===== config.mk =====
export PLATFORM = sky130hd
export DESIGN_NAME = conv2_stream_ctrl
export DESIGN_NICKNAME = d
export VERILOG_FILES = /design/src/rtl/conv2_pkg.sv /design/src/rtl/conv2_pos_cnt.sv /design/src/rtl/conv2_stream_ctrl.sv
export SDC_FILE = /design/constraint.sdc
export NUM_CORES = 1
export LEC_CHECK = 0
export ABC_AREA = 1
export ABC_CLOCK_PERIOD_IN_PS = 2130
export BUFFER_PORTS_ARGS = -buffer_cell sky130_fd_sc_hd__buf_2
export CAP_MARGIN = 10
export CELL_PAD_IN_SITES_DETAIL_PLACEMENT = 2
export CELL_PAD_IN_SITES_GLOBAL_PLACEMENT = 2
export CORE_MARGIN = 2
export CORE_UTILIZATION = 27
export DETAILED_ROUTE_END_ITERATION = 10
export GPL_ROUTABILITY_DRIVEN = 0
export GPL_TIMING_DRIVEN = 0
export HOLD_SLACK_MARGIN = 0.06
export PLACE_DENSITY = 0.81
export SYNTH_ARGS = -nofsm -noshare
export SYNTH_HDL_FRONTEND = slang
export SYNTH_SLANG_ARGS = --single-unit

===== constraint.sdc =====
create_clock -name clk -period 2.13 [get_ports clk]
set_clock_uncertainty 0.05 [all_clocks]
set_input_delay 0.3195 -clock clk [delete_from_list [all_inputs] [get_ports clk]]
set_output_delay 0.3195 -clock clk [all_outputs]
set_load 0.01 [all_outputs]

===== src/rtl/conv2_pkg.sv =====
// Shared types and sizing for the conv2 3x3 window sequencer.
// Latency: n/a (declarations only).
// Backpressure: n/a.
// Contents: FILTER_SIZE, default geometry, FSM state enum, width helper.
package conv2_pkg;

  localparam int FILTER_SIZE = 3;

  // Default conv2 input geometry.
  localparam int DEF_WIDTH     = 15;
  localparam int DEF_HEIGHT    = 19;
  localparam int DEF_CHANNELS  = 3;
  localparam int DEF_DATA_BITS = 32;

  // Line-buffer slot index width (one slot per filter row).
  localparam int SLOT_W = $clog2(FILTER_SIZE);

  typedef enum logic [1:0] {
    IDLE  = 2'd0,
    RUN   = 2'd1,
    DRAIN = 2'd2
  } conv2_ctrl_state_t;

  // $clog2 with a floor of one bit so single-valued counters still get a wire.
  function automatic int clog2_min1(input int n);
    return (n <= 1) ? 1 : $clog2(n);
  endfunction

endpackage


===== src/rtl/conv2_pos_cnt.sv =====
// Column/row/line-buffer-slot/channel position counter for the conv2 pixel stream.
// Latency: position advances on the edge of each adv_i; terminal flags are combinational.
// Backpressure: none; advances only when the parent accepts a pixel.
// Ports: clk, rst_n, clr_i (restart at 0,0,slot 0,ch 0), adv_i (one pixel accepted),
//        col_o/row_o/slot_o/ch_o (position of the next pixel), *_last_o terminal flags.
module conv2_pos_cnt
  import conv2_pkg::*;
#(
  parameter  int WIDTH    = DEF_WIDTH,
  parameter  int HEIGHT   = DEF_HEIGHT,
  parameter  int CHANNELS = DEF_CHANNELS,
  localparam int COL_W    = clog2_min1(WIDTH),
  localparam int ROW_W    = clog2_min1(HEIGHT),
  localparam int CH_W     = clog2_min1(CHANNELS)
) (
  input  logic              clk,
  input  logic              rst_n,
  input  logic              clr_i,
  input  logic              adv_i,
  output logic [COL_W-1:0]  col_o,
  output logic [ROW_W-1:0]  row_o,
  output logic [SLOT_W-1:0] slot_o,
  output logic [CH_W-1:0]   ch_o,
  output logic              col_last_o,
  output logic              row_last_o,
  output logic              ch_last_o
);

  logic [COL_W-1:0]  col_q,  col_d;
  logic [ROW_W-1:0]  row_q,  row_d;
  logic [SLOT_W-1:0] slot_q, slot_d;
  logic [CH_W-1:0]   ch_q,   ch_d;

  assign col_last_o = (col_q == COL_W'(WIDTH - 1));
  assign row_last_o = (row_q == ROW_W'(HEIGHT - 1));
  assign ch_last_o  = (ch_q  == CH_W'(CHANNELS - 1));

  always_comb begin
    col_d  = col_q;
    row_d  = row_q;
    slot_d = slot_q;
    ch_d   = ch_q;
    if (clr_i) begin
      col_d  = '0;
      row_d  = '0;
      slot_d = '0;
      ch_d   = '0;
    end else if (adv_i) begin
      if (col_last_o) begin
        col_d = '0;
        if (row_last_o) begin
          // Every channel restarts the line buffer at slot 0; HEIGHT need not be
          // a multiple of FILTER_SIZE. The channel wraps after the last one so
          // the counters are back at zero once the frame is complete.
          row_d  = '0;
          slot_d = '0;
          ch_d   = ch_last_o ? '0 : ch_q + 1'b1;
        end else begin
          row_d  = row_q + 1'b1;
          slot_d = (slot_q == SLOT_W'(FILTER_SIZE - 1)) ? '0 : slot_q + 1'b1;
        end
      end else begin
        col_d = col_q + 1'b1;
      end
    end
  end

  always_ff @(posedge clk or negedge rst_n) begin
    if (!rst_n) begin
      col_q  <= '0;
      row_q  <= '0;
      slot_q <= '0;
      ch_q   <= '0;
    end else begin
      col_q  <= col_d;
      row_q  <= row_d;
      slot_q <= slot_d;
      ch_q   <= ch_d;
    end
  end

  assign col_o  = col_q;
  assign row_o  = row_q;
  assign slot_o = slot_q;
  assign ch_o   = ch_q;

endmodule


===== src/rtl/conv2_stream_ctrl.sv =====
// Sequencer for the conv2 3x3 line-buffer window stage: writes pixels into the rotating buffer, issues windows.
// Latency: 1 cycle from pixel accept to buffer write and to the window request it completes.
// Backpressure: in_ready drops while a window request is pending and win_ready is low.
// Ports: start/in_valid/in_data/in_ready pixel side; buf_wr_* line-buffer write; win_* window
//        request with win_ready handshake; ch_idx channel of current write/window; busy; done pulse.
module conv2_stream_ctrl
  import conv2_pkg::*;
#(
  parameter  int WIDTH     = DEF_WIDTH,
  parameter  int HEIGHT    = DEF_HEIGHT,
  parameter  int CHANNELS  = DEF_CHANNELS,
  parameter  int DATA_BITS = DEF_DATA_BITS,
  localparam int ADDR_W    = clog2_min1(WIDTH * FILTER_SIZE),
  localparam int COL_W     = clog2_min1(WIDTH),
  localparam int ROW_W     = clog2_min1(HEIGHT),
  localparam int CH_W      = clog2_min1(CHANNELS)
) (
  input  logic                 clk,
  input  logic                 rst_n,
  input  logic                 start,
  input  logic                 in_valid,
  input  logic [DATA_BITS-1:0] in_data,
  output logic                 in_ready,
  output logic                 buf_wr_en,
  output logic [ADDR_W-1:0]    buf_wr_addr,
  output logic [DATA_BITS-1:0] buf_wr_data,
  output logic                 win_valid,
  input  logic                 win_ready,
  output logic [ROW_W-1:0]     win_row,
  output logic [COL_W-1:0]     win_col,
  output logic [SLOT_W-1:0]    win_base,
  output logic [CH_W-1:0]      ch_idx,
  output logic                 busy,
  output logic                 done
);

  conv2_ctrl_state_t state_q, state_d;

  logic                 accept;
  logic                 clr;
  logic                 done_q, done_d;

  logic [COL_W-1:0]     pos_col;
  logic [ROW_W-1:0]     pos_row;
  logic [SLOT_W-1:0]    pos_slot;
  logic [CH_W-1:0]      pos_ch;
  logic                 col_last, row_last, ch_last;
  logic                 win_ok;

  logic                 wr_en_q,   wr_en_d;
  logic [ADDR_W-1:0]    wr_addr_q, wr_addr_d;
  logic [DATA_BITS-1:0] wr_data_q, wr_data_d;
  logic                 win_vld_q, win_vld_d;
  logic [ROW_W-1:0]     win_row_q, win_row_d;
  logic [COL_W-1:0]     win_col_q, win_col_d;
  logic [SLOT_W-1:0]    win_base_q, win_base_d;
  logic [CH_W-1:0]      ch_idx_q,  ch_idx_d;

  // A pending window that downstream will not take this cycle freezes the stream,
  // so the window coordinates and channel stay valid until the handshake.
  assign in_ready = (state_q == RUN) && !(win_vld_q && !win_ready);
  assign accept   = in_valid && in_ready;

  conv2_pos_cnt #(
    .WIDTH    (WIDTH),
    .HEIGHT   (HEIGHT),
    .CHANNELS (CHANNELS)
  ) u_pos_cnt (
    .clk        (clk),
    .rst_n      (rst_n),
    .clr_i      (clr),
    .adv_i      (accept),
    .col_o      (pos_col),
    .row_o      (pos_row),
    .slot_o     (pos_slot),
    .ch_o       (pos_ch),
    .col_last_o (col_last),
    .row_last_o (row_last),
    .ch_last_o  (ch_last)
  );

  always_comb begin
    state_d = state_q;
    clr     = 1'b0;
    done_d  = 1'b0;
    case (state_q)
      IDLE: begin
        if (start) begin
          state_d = RUN;
          clr     = 1'b1;
        end
      end
      RUN: begin
        if (accept && col_last && row_last && ch_last) state_d = DRAIN;
      end
      DRAIN: begin
        // The last pixel always completes a window; finish once it is taken.
        if (win_vld_q && win_ready) begin
          state_d = IDLE;
          done_d  = 1'b1;
        end
      end
      default: state_d = IDLE;
    endcase
  end

  // Pixel (r,c) with r,c >= 2 is the bottom-right corner of window (r-2,c-2).
  assign win_ok = (pos_row >= ROW_W'(2)) && (pos_col >= COL_W'(2));

  always_comb begin
    wr_en_d    = accept;
    wr_addr_d  = wr_addr_q;
    wr_data_d  = wr_data_q;
    ch_idx_d   = ch_idx_q;
    win_vld_d  = win_vld_q && !win_ready;
    win_row_d  = win_row_q;
    win_col_d  = win_col_q;
    win_base_d = win_base_q;
    if (clr) ch_idx_d = '0;
    if (accept) begin
      wr_addr_d = ADDR_W'(pos_slot) * ADDR_W'(WIDTH) + ADDR_W'(pos_col);
      wr_data_d = in_data;
      ch_idx_d  = pos_ch;
      if (win_ok) begin
        win_vld_d = 1'b1;
        win_row_d = pos_row - ROW_W'(2);
        win_col_d = pos_col - COL_W'(2);
        // Row r sits in slot r mod 3, so the top row r-2 sits one slot further on.
        win_base_d = (pos_slot == SLOT_W'(FILTER_SIZE - 1)) ? '0 : pos_slot + 1'b1;
      end
    end
  end

  always_ff @(posedge clk or negedge rst_n) begin
    if (!rst_n) begin
      state_q    <= IDLE;
      done_q     <= 1'b0;
      wr_en_q    <= 1'b0;
      wr_addr_q  <= '0;
      wr_data_q  <= '0;
      ch_idx_q   <= '0;
      win_vld_q  <= 1'b0;
      win_row_q  <= '0;
      win_col_q  <= '0;
      win_base_q <= '0;
    end else begin
      state_q    <= state_d;
      done_q     <= done_d;
      wr_en_q    <= wr_en_d;
      wr_addr_q  <= wr_addr_d;
      wr_data_q  <= wr_data_d;
      ch_idx_q   <= ch_idx_d;
      win_vld_q  <= win_vld_d;
      win_row_q  <= win_row_d;
      win_col_q  <= win_col_d;
      win_base_q <= win_base_d;
    end
  end

  assign buf_wr_en   = wr_en_q;
  assign buf_wr_addr = wr_addr_q;
  assign buf_wr_data = wr_data_q;
  assign win_valid   = win_vld_q;
  assign win_row     = win_row_q;
  assign win_col     = win_col_q;
  assign win_base    = win_base_q;
  assign ch_idx      = ch_idx_q;
  assign busy        = (state_q != IDLE);
  assign done        = done_q;

endmodule

==> flow_results.xml, run 1 <==
<?xml version="1.0" encoding="UTF-8"?>
<metrics>
  <group name="status">
    <metric name="outcome" unit="">finished, final reports clean</metric>
  </group>
  <group name="global_route">
    <metric name="grt.met3_usage" unit="%">2.75</metric>
    <metric name="grt_first_pass_wirelength" unit="um">15900</metric>
    <metric name="largest_net_degree_at_the_start_of_global_routing" unit="">40</metric>
    <metric name="number_of_antenna_violations_at_the_first_check_in_global_routing" unit="">0</metric>
    <metric name="first_global_vias" unit="">3135</metric>
    <metric name="grt-ovfl-total" unit="">0</metric>
    <metric name="grt_busiest_layer" unit="">met2</metric>
    <metric name="track_usage" unit="%">16.0</metric>
    <metric name="met1_usage" unit="%">18.5</metric>
    <metric name="globalRouteMet2Util" unit="%">28.8</metric>
  </group>
  <group name="die">
    <metric name="fp.dieW" unit="um">113</metric>
    <metric name="die_h" unit="um">113</metric>
    <metric name="floorplan.io_pins" unit="">93</metric>
    <metric name="fp.coreArea" unit="um2">11500</metric>
    <metric name="start_util" unit="%">27.8</metric>
    <metric name="count_of_standard_cell_rows" unit="">39</metric>
    <metric name="fp.dieArea" unit="um2">12700</metric>
  </group>
  <group name="cells_and_area">
    <metric name="share_of_post_route_cells_with_drive_strength_above_1" unit="%">30.8</metric>
    <metric name="number_of_nets_in_the_final_layout" unit="">520</metric>
    <metric name="antenna_cells_inserted" unit="">0</metric>
    <metric name="fillerInstances" unit="">1271</metric>
    <metric name="final_cell_area" unit="um2">4260</metric>
    <metric name="fin_util" unit="%">37.1</metric>
    <metric name="mostFrequentLayoutCells" unit="">sky130_fd_sc_hd__nand2_1 (165), sky130_fd_sc_hd__buf_2 (97), sky130_fd_sc_hd__dfrtp_1 (66), sky130_fd_sc_hd__inv_1 (21), sky130_fd_sc_hd__nand3_1 (16)</metric>
    <metric name="layout_commonest_cell" unit="">sky130_fd_sc_hd__nand2_1</metric>
    <metric name="syn2layout_area_growth" unit="%">33.5</metric>
  </group>
  <group name="clock_network">
    <metric name="clock_tree_from_tritoncts" unit="">done</metric>
    <metric name="clock_sink_count" unit="">69</metric>
    <metric name="cts.htree.levels" unit="">3</metric>
    <metric name="cts-buffers-inserted" unit="">9</metric>
    <metric name="clk_root_buffer_cell" unit="">sky130_fd_sc_hd__clkbuf_16</metric>
    <metric name="clk_lat_worst_skew" unit="ns">0.33</metric>
    <metric name="cts.clk_slew.worst_paths" unit="ns">0.06</metric>
    <metric name="cts_buffer_depth" unit="">2</metric>
  </group>
  <group name="timing">
    <metric name="shortest_clock_period_the_worst_path_allows_after_layout" unit="ns">2.02</metric>
    <metric name="final_hold_viol_count" unit="">0</metric>
    <metric name="report.final.slew_viol_count" unit="">0</metric>
    <metric name="setup_viol" unit="">0</metric>
    <metric name="rsz0062_at_grt" unit="">false</metric>
    <metric name="fin_tns_setup" unit="ns">0</metric>
    <metric name="max_freq" unit="MHz">494</metric>
    <metric name="measured_slew_at_the_worst_slew_check_pin" unit="ns">0.458</metric>
    <metric name="min_period_over_period" unit="%">95.1</metric>
    <metric name="max-slew-margin-rel" unit="%">69.5</metric>
  </group>
  <group name="run">
    <metric name="drv.max_cap_violation_count" unit="">0</metric>
  </group>
  <group name="critical_path">
    <metric name="crit_fanout" unit="">4</metric>
    <metric name="worst-setup-path-type" unit="">reg2reg</metric>
    <metric name="worst_setup_start_kind" unit="">register</metric>
    <metric name="cp-end-kind" unit="">register</metric>
    <metric name="critPathArrivalTime" unit="ns">2.19</metric>
    <metric name="required" unit="ns">2.30</metric>
  </group>
  <group name="power">
    <metric name="irDropWorstVdd" unit="uV">428</metric>
    <metric name="power_leakage" unit="nW">2.40</metric>
    <metric name="power" unit="mW">4.80</metric>
    <metric name="p_per_area" unit="nW/um2">1130</metric>
  </group>
  <group name="route">
    <metric name="dr.first_iter.drc_count" unit="">89</metric>
    <metric name="postRouteAntennaNets" unit="">0</metric>
    <metric name="detail_route.drc_violations" unit="">0</metric>
    <metric name="dr.pass1.iters" unit="">4</metric>
    <metric name="via_count" unit="">2814</metric>
    <metric name="post_drt_via_cell_ratio" unit="">4.58</metric>
    <metric name="wl_per_cell" unit="um">15.6</metric>
    <metric name="routed_wirelength" unit="um">9570</metric>
  </group>
  <group name="place">
    <metric name="portBuffers" unit="">92</metric>
    <metric name="dp_hpwl" unit="um">6890</metric>
    <metric name="placement.cell_area" unit="um2">3850</metric>
  </group>
  <group name="logic_synthesis">
    <metric name="synthesis.area_per_instance" unit="um2">8.96</metric>
    <metric name="yosysSeqAreaShare" unit="%">54.1</metric>
    <metric name="synth_cells" unit="">356</metric>
    <metric name="yosys_register_bits" unit="">69</metric>
    <metric name="netlist-cell-type-count" unit="">26</metric>
    <metric name="synth_nets" unit="">410</metric>
    <metric name="synth_warnings" unit="">0</metric>
    <metric name="synthesis.area" unit="um2">3190</metric>
  </group>
  <group name="min_path">
    <metric name="hold_removal_path_class" unit="">in2reg</metric>
  </group>
</metrics>
[critical path, stage by stage (launching register included)]
cell and delay, ns:
sky130_fd_sc_hd__dfrtp_2 0.45, sky130_fd_sc_hd__fa_1 0.48, sky130_fd_sc_hd__ha_2 0.22, sky130_fd_sc_hd__fa_2 0.36, sky130_fd_sc_hd__nand2_1 0.09, sky130_fd_sc_hd__inv_1 0.07, sky130_fd_sc_hd__o21ai_1 0.12, sky130_fd_sc_hd__a2bb2oi_1 0.08
[final cells by class]
| cell class | count | area, um2 | area share (%) |
|---|---|---|---|
| buffer | 12 | 67.6 | 1.59 |
| clock buffer | 10 | 229 | 5.38 |
| clock inverter | 6 | 111 | 2.62 |
| inverter | 23 | 86.3 | 2.03 |
| multi-input combinational | 252 | 1320 | 31.1 |
| sequential | 69 | 1730 | 40.7 |
| tap | 143 | 179 | 4.20 |
| timing repair buffer | 99 | 531 | 12.5 |
[cells in the mapped netlist]
master | count | area (um2)
sky130_fd_sc_hd__nor2_2 | 1 | 6.26
sky130_fd_sc_hd__o21ai_1 | 3 | 15.0
sky130_fd_sc_hd__nor2_1 | 9 | 33.8
sky130_fd_sc_hd__nand2_1 | 165 | 619
sky130_fd_sc_hd__inv_1 | 21 | 78.8
sky130_fd_sc_hd__nand4_1 | 8 | 50.1
sky130_fd_sc_hd__ha_1 | 13 | 163
sky130_fd_sc_hd__dfrtp_1 | 69 | 1730
sky130_fd_sc_hd__nand2_2 | 2 | 12.5
sky130_fd_sc_hd__xnor2_1 | 3 | 26.3
sky130_fd_sc_hd__nor2_4 | 2 | 22.5
sky130_fd_sc_hd__a21oi_1 | 1 | 5.00
sky130_fd_sc_hd__o21ai_2 | 9 | 78.8
sky130_fd_sc_hd__buf_2 | 6 | 30.0
sky130_fd_sc_hd__xor2_1 | 4 | 35.0
sky130_fd_sc_hd__buf_6 | 2 | 22.5
sky130_fd_sc_hd__a2bb2oi_1 | 1 | 8.76
sky130_fd_sc_hd__nor3_1 | 2 | 10.0
sky130_fd_sc_hd__nand3_1 | 16 | 80.1
sky130_fd_sc_hd__nand3_4 | 1 | 17.5
sky130_fd_sc_hd__o21ai_0 | 6 | 30.0
sky130_fd_sc_hd__inv_2 | 2 | 7.51
sky130_fd_sc_hd__clkbuf_1 | 4 | 15.0
sky130_fd_sc_hd__o31ai_1 | 1 | 7.51
sky130_fd_sc_hd__fa_1 | 4 | 80.1
sky130_fd_sc_hd__nand3b_1 | 1 | 7.51
[kinds of logic after synthesis]
family,Yosys count,synth area share (%)
AO/OA/AOI/OAI,21,4.55
AND/OR/NAND/NOR,207,27.0
XOR/XNOR,7,1.92
flip-flops,69,54.1
adder cells (fa/ha/maj),17,7.61
buffers and inverters,35,4.83
[registers in the layout (all words and copies together), names as in the netlist]
name and flops:
u_pos_cnt.ch_o 2, buf_wr_data 32, state_q 2, win_valid 1
u_pos_cnt.col_o 4, buf_wr_addr 6, ch_idx 2, u_pos_cnt.row_o 5
win_col 4, win_row 5, buf_wr_en 1, done 1
win_base 2, u_pos_cnt.slot_o 2
[metrics by stage]
stage / hold WS [ns] / cells / worst slack [ns]
detailed placement: 0.245 / 592 / -0.0770
global route: 0.125 / 614 / 0.0118
global placement: 0.402 / 591 / -0.0365
finish: 0.127 / 614 / 0.105
floorplan: -0.0261 / 356 / 0.122
CTS: 0.116 / 612 / 0.00764
[worst paths after layout]
check	end	slack, ns	cells after the start	startpoint
setup / recovery	buf_wr_addr[5]	0.11	7	u_pos_cnt.slot_o[0]
min in group asynchronous	done	0.44	2	rst_n
max in group asynchronous	u_pos_cnt.col_o[1]	1.03	3	rst_n
setup reg to reg	buf_wr_addr[5]	0.11	7	u_pos_cnt.slot_o[0]
hold reg to reg	done	0.41	1	state_q[0]
hold / removal	buf_wr_data[2]	0.13	3	in_data[2]
[layer usage]
| metal | vias to the layer above | share of wire, % |
|---|---|---|
| li1 | 1342 | - |
| met1 | 1411 | 41 |
| met5 | - | 0 |
| met4 | 0 | 1.9 |
| met3 | 14 | 3.1 |
| met2 | 47 | 54 |
[timing repair]
action                     4_1_cts  5_1_grt
setup endpoints to repair        2        3
hold buffers                     1        0
hold endpoints to repair        30        0
gates resized for setup          3        5
pin swaps                        0        0
setup buffers                    3        2
[power by group]
group | internal, mW | total [mW] | switching (mW)
Sequential | 1.57 | 1.77 | 0.205
Combinational | 0.518 | 1.29 | 0.773
Clock | 1.14 | 1.74 | 0.592
(Power assumes the default switching activity.)
==> run 2, diff against run 1 <==
--- a/config.mk
+++ b/config.mk
@@ -11,6 +11,7 @@
 export CAP_MARGIN = 10
 export CELL_PAD_IN_SITES_DETAIL_PLACEMENT = 2
 export CELL_PAD_IN_SITES_GLOBAL_PLACEMENT = 2
+export CORE_ASPECT_RATIO = 0.5
 export CORE_MARGIN = 2
 export CORE_UTILIZATION = 27
 export DETAILED_ROUTE_END_ITERATION = 10
==> run 2 against run 1 <==
Against the previous run: combinational power about the same; clock power shrank 14%; critical endpoint unchanged; flip-flop and latch count unchanged; cell count grew 2.6%; critical path depth down 1; sequential share of layout area is 0.18 points higher; global-route usage down 0.55 points; non-clock buffer count did not move; die area grew 0.41%; cell area decreased by 0.44%; total power is 4.8% lower; worst setup slack got worse by 0.018 ns.
==> flow_results.xml, run 2 (synthesized netlist as in run 1, its figures left out) <==
<?xml version="1.0" encoding="UTF-8"?>
<metrics>
  <group name="status">
    <metric name="outcome" unit="">finished, final reports clean</metric>
  </group>
  <group name="timing">
    <metric name="measured_slew_at_the_worst_slew_check_pin" unit="ns">0.469</metric>
    <metric name="max_freq" unit="MHz">489</metric>
    <metric name="min_period_over_period" unit="%">95.9</metric>
    <metric name="setup_viol" unit="">0</metric>
    <metric name="shortest_clock_period_the_worst_path_allows_after_layout" unit="ns">2.04</metric>
    <metric name="report.final.slew_viol_count" unit="">0</metric>
    <metric name="final_hold_viol_count" unit="">0</metric>
    <metric name="max-slew-margin-rel" unit="%">68.7</metric>
  </group>
  <group name="cells_and_area">
    <metric name="mostFrequentLayoutCells" unit="">sky130_fd_sc_hd__nand2_1 (165), sky130_fd_sc_hd__buf_2 (97), sky130_fd_sc_hd__dfrtp_1 (66), sky130_fd_sc_hd__inv_1 (21), sky130_fd_sc_hd__nand3_1 (16)</metric>
    <metric name="layout_commonest_cell" unit="">sky130_fd_sc_hd__nand2_1</metric>
    <metric name="largest_register_ff_count" unit="">32</metric>
    <metric name="share_of_post_route_cells_with_drive_strength_above_1" unit="%">30.6</metric>
    <metric name="fin_util" unit="%">37.7</metric>
    <metric name="antenna_cells_inserted" unit="">0</metric>
    <metric name="syn2layout_area_growth" unit="%">32.9</metric>
    <metric name="number_of_nets_in_the_final_layout" unit="">520</metric>
    <metric name="finish.cell_count_without_fillers" unit="">630</metric>
  </group>
  <group name="min_path">
    <metric name="hold_removal_path_class" unit="">in2reg</metric>
    <metric name="hold_path_depth" unit="">3</metric>
    <metric name="hold_path_startpoint" unit="">in_data[8]</metric>
    <metric name="worst_hold_path.endpoint" unit="">buf_wr_data[8]</metric>
  </group>
  <group name="clock_network">
    <metric name="clock_sink_count" unit="">69</metric>
    <metric name="clk_lat_worst_skew" unit="ns">0.32</metric>
    <metric name="clock_tree_from_tritoncts" unit="">done</metric>
    <metric name="cts.htree.levels" unit="">3</metric>
    <metric name="cts.clk_slew.worst_paths" unit="ns">0.06</metric>
    <metric name="cts-buffers-inserted" unit="">9</metric>
    <metric name="cts_buffer_depth" unit="">2</metric>
    <metric name="clk_root_buffer_cell" unit="">sky130_fd_sc_hd__clkbuf_16</metric>
  </group>
  <group name="die">
    <metric name="fp.dieArea" unit="um2">12800</metric>
    <metric name="floorplan.io_pins" unit="">93</metric>
    <metric name="fp.coreArea" unit="um2">11200</metric>
    <metric name="fp.dieW" unit="um">158</metric>
    <metric name="count_of_standard_cell_rows" unit="">27</metric>
    <metric name="die_h" unit="um">80.9</metric>
    <metric name="start_util" unit="%">28.4</metric>
  </group>
  <group name="power">
    <metric name="share_seq_of_total_power" unit="%">39.0</metric>
    <metric name="power.share.combinational" unit="%">28.2</metric>
    <metric name="p_per_area" unit="nW/um2">1080</metric>
    <metric name="power" unit="mW">4.57</metric>
    <metric name="power.share.switching" unit="%">33.7</metric>
    <metric name="irDropWorstVdd" unit="uV">441</metric>
    <metric name="power_leakage" unit="nW">2.39</metric>
    <metric name="internal-power" unit="mW">3.03</metric>
    <metric name="total_switching_power" unit="mW">1.54</metric>
    <metric name="power.share.clock" unit="%">32.8</metric>
  </group>
  <group name="critical_path">
    <metric name="worst-setup-path-type" unit="">reg2reg</metric>
    <metric name="worst-r2r-cell-count" unit="">6</metric>
    <metric name="cp-end-kind" unit="">register</metric>
    <metric name="critical_path.reg2reg.startpoint" unit="">u_pos_cnt.col_o[2]</metric>
    <metric name="setup.reg_to_reg.worst_slack" unit="ns">0.09</metric>
    <metric name="crit_fanout" unit="">7</metric>
    <metric name="critPathArrivalTime" unit="ns">2.20</metric>
    <metric name="required" unit="ns">2.29</metric>
    <metric name="crit-reg2reg-capture" unit="">buf_wr_addr[5]</metric>
    <metric name="worst_setup_start_kind" unit="">register</metric>
  </group>
  <group name="global_route">
    <metric name="grt-ovfl-total" unit="">0</metric>
    <metric name="grt_first_pass_wirelength" unit="um">15300</metric>
    <metric name="number_of_antenna_violations_at_the_first_check_in_global_routing" unit="">0</metric>
    <metric name="track_usage" unit="%">15.4</metric>
    <metric name="first_global_vias" unit="">3030</metric>
    <metric name="largest_net_degree_at_the_start_of_global_routing" unit="">54</metric>
  </group>
  <group name="route">
    <metric name="wl_per_cell" unit="um">14.5</metric>
    <metric name="routed_wirelength" unit="um">9130</metric>
    <metric name="dr.first_iter.drc_count" unit="">107</metric>
    <metric name="postRouteAntennaNets" unit="">0</metric>
    <metric name="via_count" unit="">2756</metric>
    <metric name="dr.pass1.iters" unit="">4</metric>
    <metric name="post_drt_via_cell_ratio" unit="">4.37</metric>
    <metric name="detail_route.drc_violations" unit="">0</metric>
  </group>
  <group name="run">
    <metric name="drv.max_cap_violation_count" unit="">0</metric>
  </group>
  <group name="place">
    <metric name="portBuffers" unit="">92</metric>
    <metric name="dp_hpwl" unit="um">6520</metric>
    <metric name="place.detailed.instances" unit="">608</metric>
  </group>
</metrics>
==> run 2: timing repair <==
action	in CTS	in global routing
hold endpoints to repair	16	0
hold buffers	1	0
setup endpoints to repair	2	3
gates resized for setup	4	4
setup buffers	4	1
==> run 2: worst max-delay path by stage <==
| stage | startpoint | to | slack (ns) |
|---|---|---|---|
| global route | u_pos_cnt.col_o[2] | buf_wr_addr[3] | -0.007 |
| CTS | u_pos_cnt.slot_o[0] | buf_wr_addr[3] | 0.006 |
| global placement | u_pos_cnt.slot_o[0] | buf_wr_addr[5] | -0.05 |
| detailed placement | u_pos_cnt.slot_o[0] | buf_wr_addr[5] | -0.11 |
| floorplan | u_pos_cnt.col_o[1] | buf_wr_addr[5] | 0.12 |
| finish | u_pos_cnt.col_o[2] | buf_wr_addr[5] | 0.09 |
==> run 2: through the flow <==
| stage | instance area (um2) | TNS [ns] | setup slack [ns] | hold slack (ns) |
|---|---|---|---|---|
| floorplan | 3190 | 0 | 0.122 | -0.0261 |
| global placement | 3850 | -0.0695 | -0.0468 | 0.401 |
| detailed placement | 3880 | -0.169 | -0.112 | 0.161 |
| CTS | 4220 | 0 | 0.00619 | 0.126 |
| global route | 4240 | -0.00840 | -0.00707 | 0.141 |
| finish | 4240 | 0 | 0.0869 | 0.134 |
==> run 2: per-layer routing <==
layer  share of wire (%)  up-vias  track usage [%]  wire (um)
met5                   0        -                0          0
met4                0.64        0             3.27         58
met3                 3.5        4             3.95        315
met2                  47       48             25.0       4330
met1                  48     1371             20.9       4420
li1                    -     1333                -          -
==> run 2: final cells by class <==
type | count | area, um2
Inverter | 23 | 86.3
Tap cell | 159 | 199
Multi-Input combinational cell | 252 | 1320
Timing Repair Buffer | 99 | 538
Sequential cell | 69 | 1730
Clock inverter | 4 | 47.5
Clock buffer | 12 | 246
Fill cell | 1269 | 7010
Buffer | 12 | 67.6
==> run 2: critical path, stage by stage (launching register included) <==
cell                        delay (ns)
sky130_fd_sc_hd__dfrtp_1          0.51
sky130_fd_sc_hd__fa_1             0.58
sky130_fd_sc_hd__fa_2             0.42
sky130_fd_sc_hd__nand2_1          0.07
sky130_fd_sc_hd__inv_1            0.07
sky130_fd_sc_hd__o21ai_1          0.15
sky130_fd_sc_hd__a2bb2oi_1        0.08
==> run 2: power groups by stage <==
| stage | registers [mW] | clock network (mW) | logic [mW] |
|---|---|---|---|
| 3_5_place_dp | 1.82 | 0 | 1.21 |
| 4_1_cts | 1.78 | 1.55 | 1.29 |
| 5_1_grt | 1.83 | 1.60 | 1.48 |
| 2_1_floorplan | 1.87 | 0 | 0.638 |
| 3_3_place_gp | 1.81 | 0 | 1.15 |
| 6_report | 1.78 | 1.50 | 1.29 |
==> run 3, diff against run 2 <==
--- a/config.mk
+++ b/config.mk
@@ -5,7 +5,6 @@
 export SDC_FILE = /design/constraint.sdc
 export NUM_CORES = 1
 export LEC_CHECK = 0
-export ABC_AREA = 1
 export ABC_CLOCK_PERIOD_IN_PS = 2130
 export BUFFER_PORTS_ARGS = -buffer_cell sky130_fd_sc_hd__buf_2
 export CAP_MARGIN = 10
@@ -13,12 +12,12 @@
 export CELL_PAD_IN_SITES_GLOBAL_PLACEMENT = 2
 export CORE_ASPECT_RATIO = 0.5
 export CORE_MARGIN = 2
-export CORE_UTILIZATION = 27
+export CORE_UTILIZATION = 28
 export DETAILED_ROUTE_END_ITERATION = 10
 export GPL_ROUTABILITY_DRIVEN = 0
 export GPL_TIMING_DRIVEN = 0
 export HOLD_SLACK_MARGIN = 0.06
-export PLACE_DENSITY = 0.81
+export PLACE_DENSITY = 0.82
 export SYNTH_ARGS = -nofsm -noshare
 export SYNTH_HDL_FRONTEND = slang
 export SYNTH_SLANG_ARGS = --single-unit
==> run 3 against run 2 <==
Against the previous run: combinational power up 34%; total power increased by 9.9%; wire length up 0.97%; critical endpoint unchanged; flip-flop and latch count is the same.
==> flow_results.xml, run 3 <==
<?xml version="1.0" encoding="UTF-8"?>
<metrics>
  <group name="critical_path">
    <metric name="crit-reg2reg-capture" unit="">buf_wr_addr[5]</metric>
    <metric name="worst-setup-path-type" unit="">reg2reg</metric>
    <metric name="critical_path.reg2reg.startpoint" unit="">u_pos_cnt.slot_o[0]</metric>
    <metric name="worst-r2r-cell-count" unit="">6</metric>
    <metric name="crit_path_start" unit="">u_pos_cnt.slot_o[0]</metric>
    <metric name="critPathArrivalTime" unit="ns">2.23</metric>
    <metric name="required" unit="ns">2.28</metric>
    <metric name="setup.reg_to_reg.worst_slack" unit="ns">0.05</metric>
    <metric name="crit_end" unit="">buf_wr_addr[5]</metric>
    <metric name="crit_fanout" unit="">4</metric>
    <metric name="worst_setup_start_kind" unit="">register</metric>
    <metric name="cp-end-kind" unit="">register</metric>
  </group>
  <group name="global_route">
    <metric name="largest_net_degree_at_the_start_of_global_routing" unit="">58</metric>
    <metric name="grt_first_pass_wirelength" unit="um">15300</metric>
    <metric name="number_of_antenna_violations_at_the_first_check_in_global_routing" unit="">0</metric>
    <metric name="grt-ovfl-total" unit="">0</metric>
    <metric name="first_global_vias" unit="">2905</metric>
    <metric name="track_usage" unit="%">16.2</metric>
  </group>
  <group name="run">
    <metric name="drv.max_cap_violation_count" unit="">0</metric>
  </group>
  <group name="status">
    <metric name="outcome" unit="">finished, final reports clean</metric>
  </group>
  <group name="power">
    <metric name="internal-power" unit="mW">3.32</metric>
    <metric name="share_seq_of_total_power" unit="%">37.5</metric>
    <metric name="power.share.combinational" unit="%">34.3</metric>
    <metric name="total_switching_power" unit="mW">1.71</metric>
    <metric name="power_leakage" unit="nW">2.23</metric>
    <metric name="irDropWorstVdd" unit="uV">439</metric>
    <metric name="power.share.switching" unit="%">33.9</metric>
    <metric name="power.share.clock" unit="%">28.1</metric>
    <metric name="p_per_area" unit="nW/um2">1200</metric>
  </group>
  <group name="clock_network">
    <metric name="clk_root_buffer_cell" unit="">sky130_fd_sc_hd__clkbuf_16</metric>
    <metric name="cts_buffer_depth" unit="">2</metric>
    <metric name="clk_lat_worst_skew" unit="ns">0.33</metric>
    <metric name="clock_tree_from_tritoncts" unit="">done</metric>
    <metric name="cts.htree.levels" unit="">3</metric>
    <metric name="cts.clk_slew.worst_paths" unit="ns">0.06</metric>
    <metric name="cts-buffers-inserted" unit="">9</metric>
    <metric name="clock_sink_count" unit="">69</metric>
  </group>
  <group name="place">
    <metric name="place.detailed.instances" unit="">556</metric>
    <metric name="portBuffers" unit="">92</metric>
    <metric name="placement.cell_area" unit="um2">3780</metric>
    <metric name="dp_hpwl" unit="um">6330</metric>
  </group>
  <group name="route">
    <metric name="dr.pass1.iters" unit="">4</metric>
    <metric name="post_drt_via_cell_ratio" unit="">4.62</metric>
    <metric name="postRouteAntennaNets" unit="">0</metric>
    <metric name="via_count" unit="">2688</metric>
    <metric name="dr.first_iter.drc_count" unit="">49</metric>
    <metric name="routed_wirelength" unit="um">9220</metric>
    <metric name="wl_per_cell" unit="um">15.8</metric>
    <metric name="detail_route.drc_violations" unit="">0</metric>
  </group>
  <group name="cells_and_area">
    <metric name="syn2layout_area_growth" unit="%">34.4</metric>
    <metric name="antenna_cells_inserted" unit="">0</metric>
    <metric name="mostFrequentLayoutCells" unit="">sky130_fd_sc_hd__nand2_1 (122), sky130_fd_sc_hd__buf_2 (93), sky130_fd_sc_hd__dfrtp_1 (63), sky130_fd_sc_hd__inv_1 (14), sky130_fd_sc_hd__a21oi_1 (13)</metric>
    <metric name="layout_commonest_cell" unit="">sky130_fd_sc_hd__nand2_1</metric>
    <metric name="share_of_post_route_cells_with_drive_strength_above_1" unit="%">33.9</metric>
    <metric name="number_of_nets_in_the_final_layout" unit="">487</metric>
    <metric name="largest_register_ff_count" unit="">32</metric>
    <metric name="final_cell_area" unit="um2">4180</metric>
    <metric name="finish.cell_count_without_fillers" unit="">582</metric>
    <metric name="fillerInstances" unit="">1243</metric>
  </group>
  <group name="logic_synthesis">
    <metric name="yosysSeqAreaShare" unit="%">55.5</metric>
    <metric name="netlist-cell-type-count" unit="">36</metric>
    <metric name="synthesis.area" unit="um2">3110</metric>
    <metric name="netlist.top_cell.by_area" unit="">sky130_fd_sc_hd__dfrtp_1</metric>
    <metric name="synth_warnings" unit="">0</metric>
    <metric name="yosys_register_bits" unit="">69</metric>
    <metric name="synth.top_cell.area_share" unit="%">55.5</metric>
    <metric name="predominant_post_synthesis_flop_cell" unit="">sky130_fd_sc_hd__dfrtp_1</metric>
    <metric name="synthesis.area_per_instance" unit="um2">9.79</metric>
    <metric name="synth_cells" unit="">318</metric>
    <metric name="synth_enable_flop_cells" unit="">0</metric>
    <metric name="ys_top_cells_by_area" unit="">sky130_fd_sc_hd__dfrtp_1 (55%), sky130_fd_sc_hd__nand2_1 (15%), sky130_fd_sc_hd__ha_1 (5.2%)</metric>
    <metric name="asyncSetResetFlopFracSynth" unit="%">100</metric>
    <metric name="synth_common_cells" unit="">sky130_fd_sc_hd__nand2_1 (122), sky130_fd_sc_hd__dfrtp_1 (69), sky130_fd_sc_hd__a21oi_1 (15), sky130_fd_sc_hd__inv_1 (14), sky130_fd_sc_hd__ha_1 (13)</metric>
    <metric name="synth_nets" unit="">372</metric>
    <metric name="yosys.cell_count.top_type" unit="">sky130_fd_sc_hd__nand2_1</metric>
  </group>
  <group name="timing">
    <metric name="setup_viol" unit="">0</metric>
    <metric name="final_hold_viol_count" unit="">0</metric>
    <metric name="max-slew-margin-rel" unit="%">61.9</metric>
    <metric name="shortest_clock_period_the_worst_path_allows_after_layout" unit="ns">2.08</metric>
    <metric name="rsz0062_at_grt" unit="">true</metric>
    <metric name="report.final.slew_viol_count" unit="">0</metric>
    <metric name="max_freq" unit="MHz">481</metric>
    <metric name="min_period_over_period" unit="%">97.6</metric>
    <metric name="measured_slew_at_the_worst_slew_check_pin" unit="ns">0.571</metric>
  </group>
  <group name="die">
    <metric name="count_of_standard_cell_rows" unit="">27</metric>
    <metric name="start_util" unit="%">28.5</metric>
    <metric name="fp.dieArea" unit="um2">12000</metric>
    <metric name="die_h" unit="um">78.6</metric>
    <metric name="fp.dieW" unit="um">153</metric>
    <metric name="floorplan.io_pins" unit="">93</metric>
    <metric name="fp.coreArea" unit="um2">10900</metric>
  </group>
  <group name="min_path">
    <metric name="hold_removal_path_class" unit="">in2reg</metric>
  </group>
</metrics>
run 3: changes by cell type in the layout (fill, tap and decap cells not counted), sizes merged, moves of 5 or more:
cell / previous run / this run
clkbuf: 16 / 23
a21oi: 1 / 15
or4: 0 / 5
mux2: 0 / 9
nand2: 167 / 122
o21ai: 18 / 12
nand4: 8 / 3
inv: 23 / 15
nor2: 12 / 5
nand3: 17 / 7
run 3: final cells by class:
type	instances	area [um2]	share of cell area, %
Clock inverter	1	5.00	0.120
Timing Repair Buffer	104	576	13.8
Inverter	15	56.3	1.35
Sequential cell	69	1730	41.4
Clock buffer	14	274	6.55
Tap cell	145	181	4.34
Buffer	13	65.1	1.56
Multi-Input combinational cell	221	1290	30.9
run 3: repair_timing:
item	CTS	global route
gates cloned	0	1
hold buffers	1	0
setup endpoints to repair	3	39
resized for setup	6	15
pin swaps	1	1
buffers inserted	5	4
endpoints found under the hold margin	12	0
run 3: logic make-up after synthesis:
logic type      after synthesis  share of synthesized area [%]
fa+ha+maj                    17                           7.80
mux                          11                           3.90
flops                        69                           55.5
simple gates                155                           21.6
buf+inv                      28                           3.82
xor+xnor                      5                           1.41
compound gates               33                           6.03
run 3: per-layer routing:
| metal | track usage [%] | part of all wire (%) | wire length, um | vias to the layer above |
|---|---|---|---|---|
| li1 | - | - | - | 1262 |
| met1 | 18.9 | 42 | 3880 | 1383 |
| met2 | 30.4 | 54 | 5010 | 37 |
| met3 | 3.87 | 2.8 | 259 | 6 |
| met4 | 3.89 | 0.74 | 68 | 0 |
| met5 | 0 | 0 | 0 | - |
run 3: per-stage QoR:
stage / worst slack (ns) / utilization, % / total power, mW / hold WS (ns) / TNS, ns
detailed placement: -0.166 / 34.7 / 3.45 / 0.143 / -0.221
global placement: -0.111 / 34.4 / 3.36 / 0.404 / -0.111
CTS: 0.00606 / 37.8 / 4.99 / 0.121 / 0
finish: 0.0516 / 38.3 / 5.03 / 0.132 / 0
global route: -0.0278 / 38.3 / 5.40 / 0.133 / -0.102
floorplan: 0.0523 / - / 2.82 / -0.0261 / 0
run 3: critical path: stages, from the launching register on:
cell,delay [ns]
sky130_fd_sc_hd__dfrtp_2,0.45
sky130_fd_sc_hd__fa_1,0.47
sky130_fd_sc_hd__ha_2,0.22
sky130_fd_sc_hd__fa_2,0.37
sky130_fd_sc_hd__a21o_1,0.18
sky130_fd_sc_hd__a21oi_2,0.14
sky130_fd_sc_hd__o21ai_1,0.07
run 3: how the worst min path moves through the flow:
stage	startpoint	end	slack [ns]	cells past startpoint
6_report	in_data[28]	buf_wr_data[28]	0.13	3
5_1_grt	in_data[22]	buf_wr_data[22]	0.13	3
4_1_cts	in_data[7]	buf_wr_data[7]	0.12	3
3_5_place_dp	rst_n	buf_wr_data[12]	0.14	1
3_3_place_gp	buf_wr_data[25]	buf_wr_data[25]	0.40	2
2_1_floorplan	rst_n	buf_wr_addr[0]	-0.03	0
run 3: power by group through the flow:
| stage | Combinational, mW | Clock (mW) | Sequential [mW] |
|---|---|---|---|
| after floorplan | 0.812 | 0 | 2.01 |
| after global placement | 1.45 | 0 | 1.91 |
| after detailed placement | 1.52 | 0 | 1.93 |
| after CTS | 1.63 | 1.46 | 1.89 |
| after global routing | 1.95 | 1.51 | 1.94 |
| final | 1.73 | 1.41 | 1.89 |
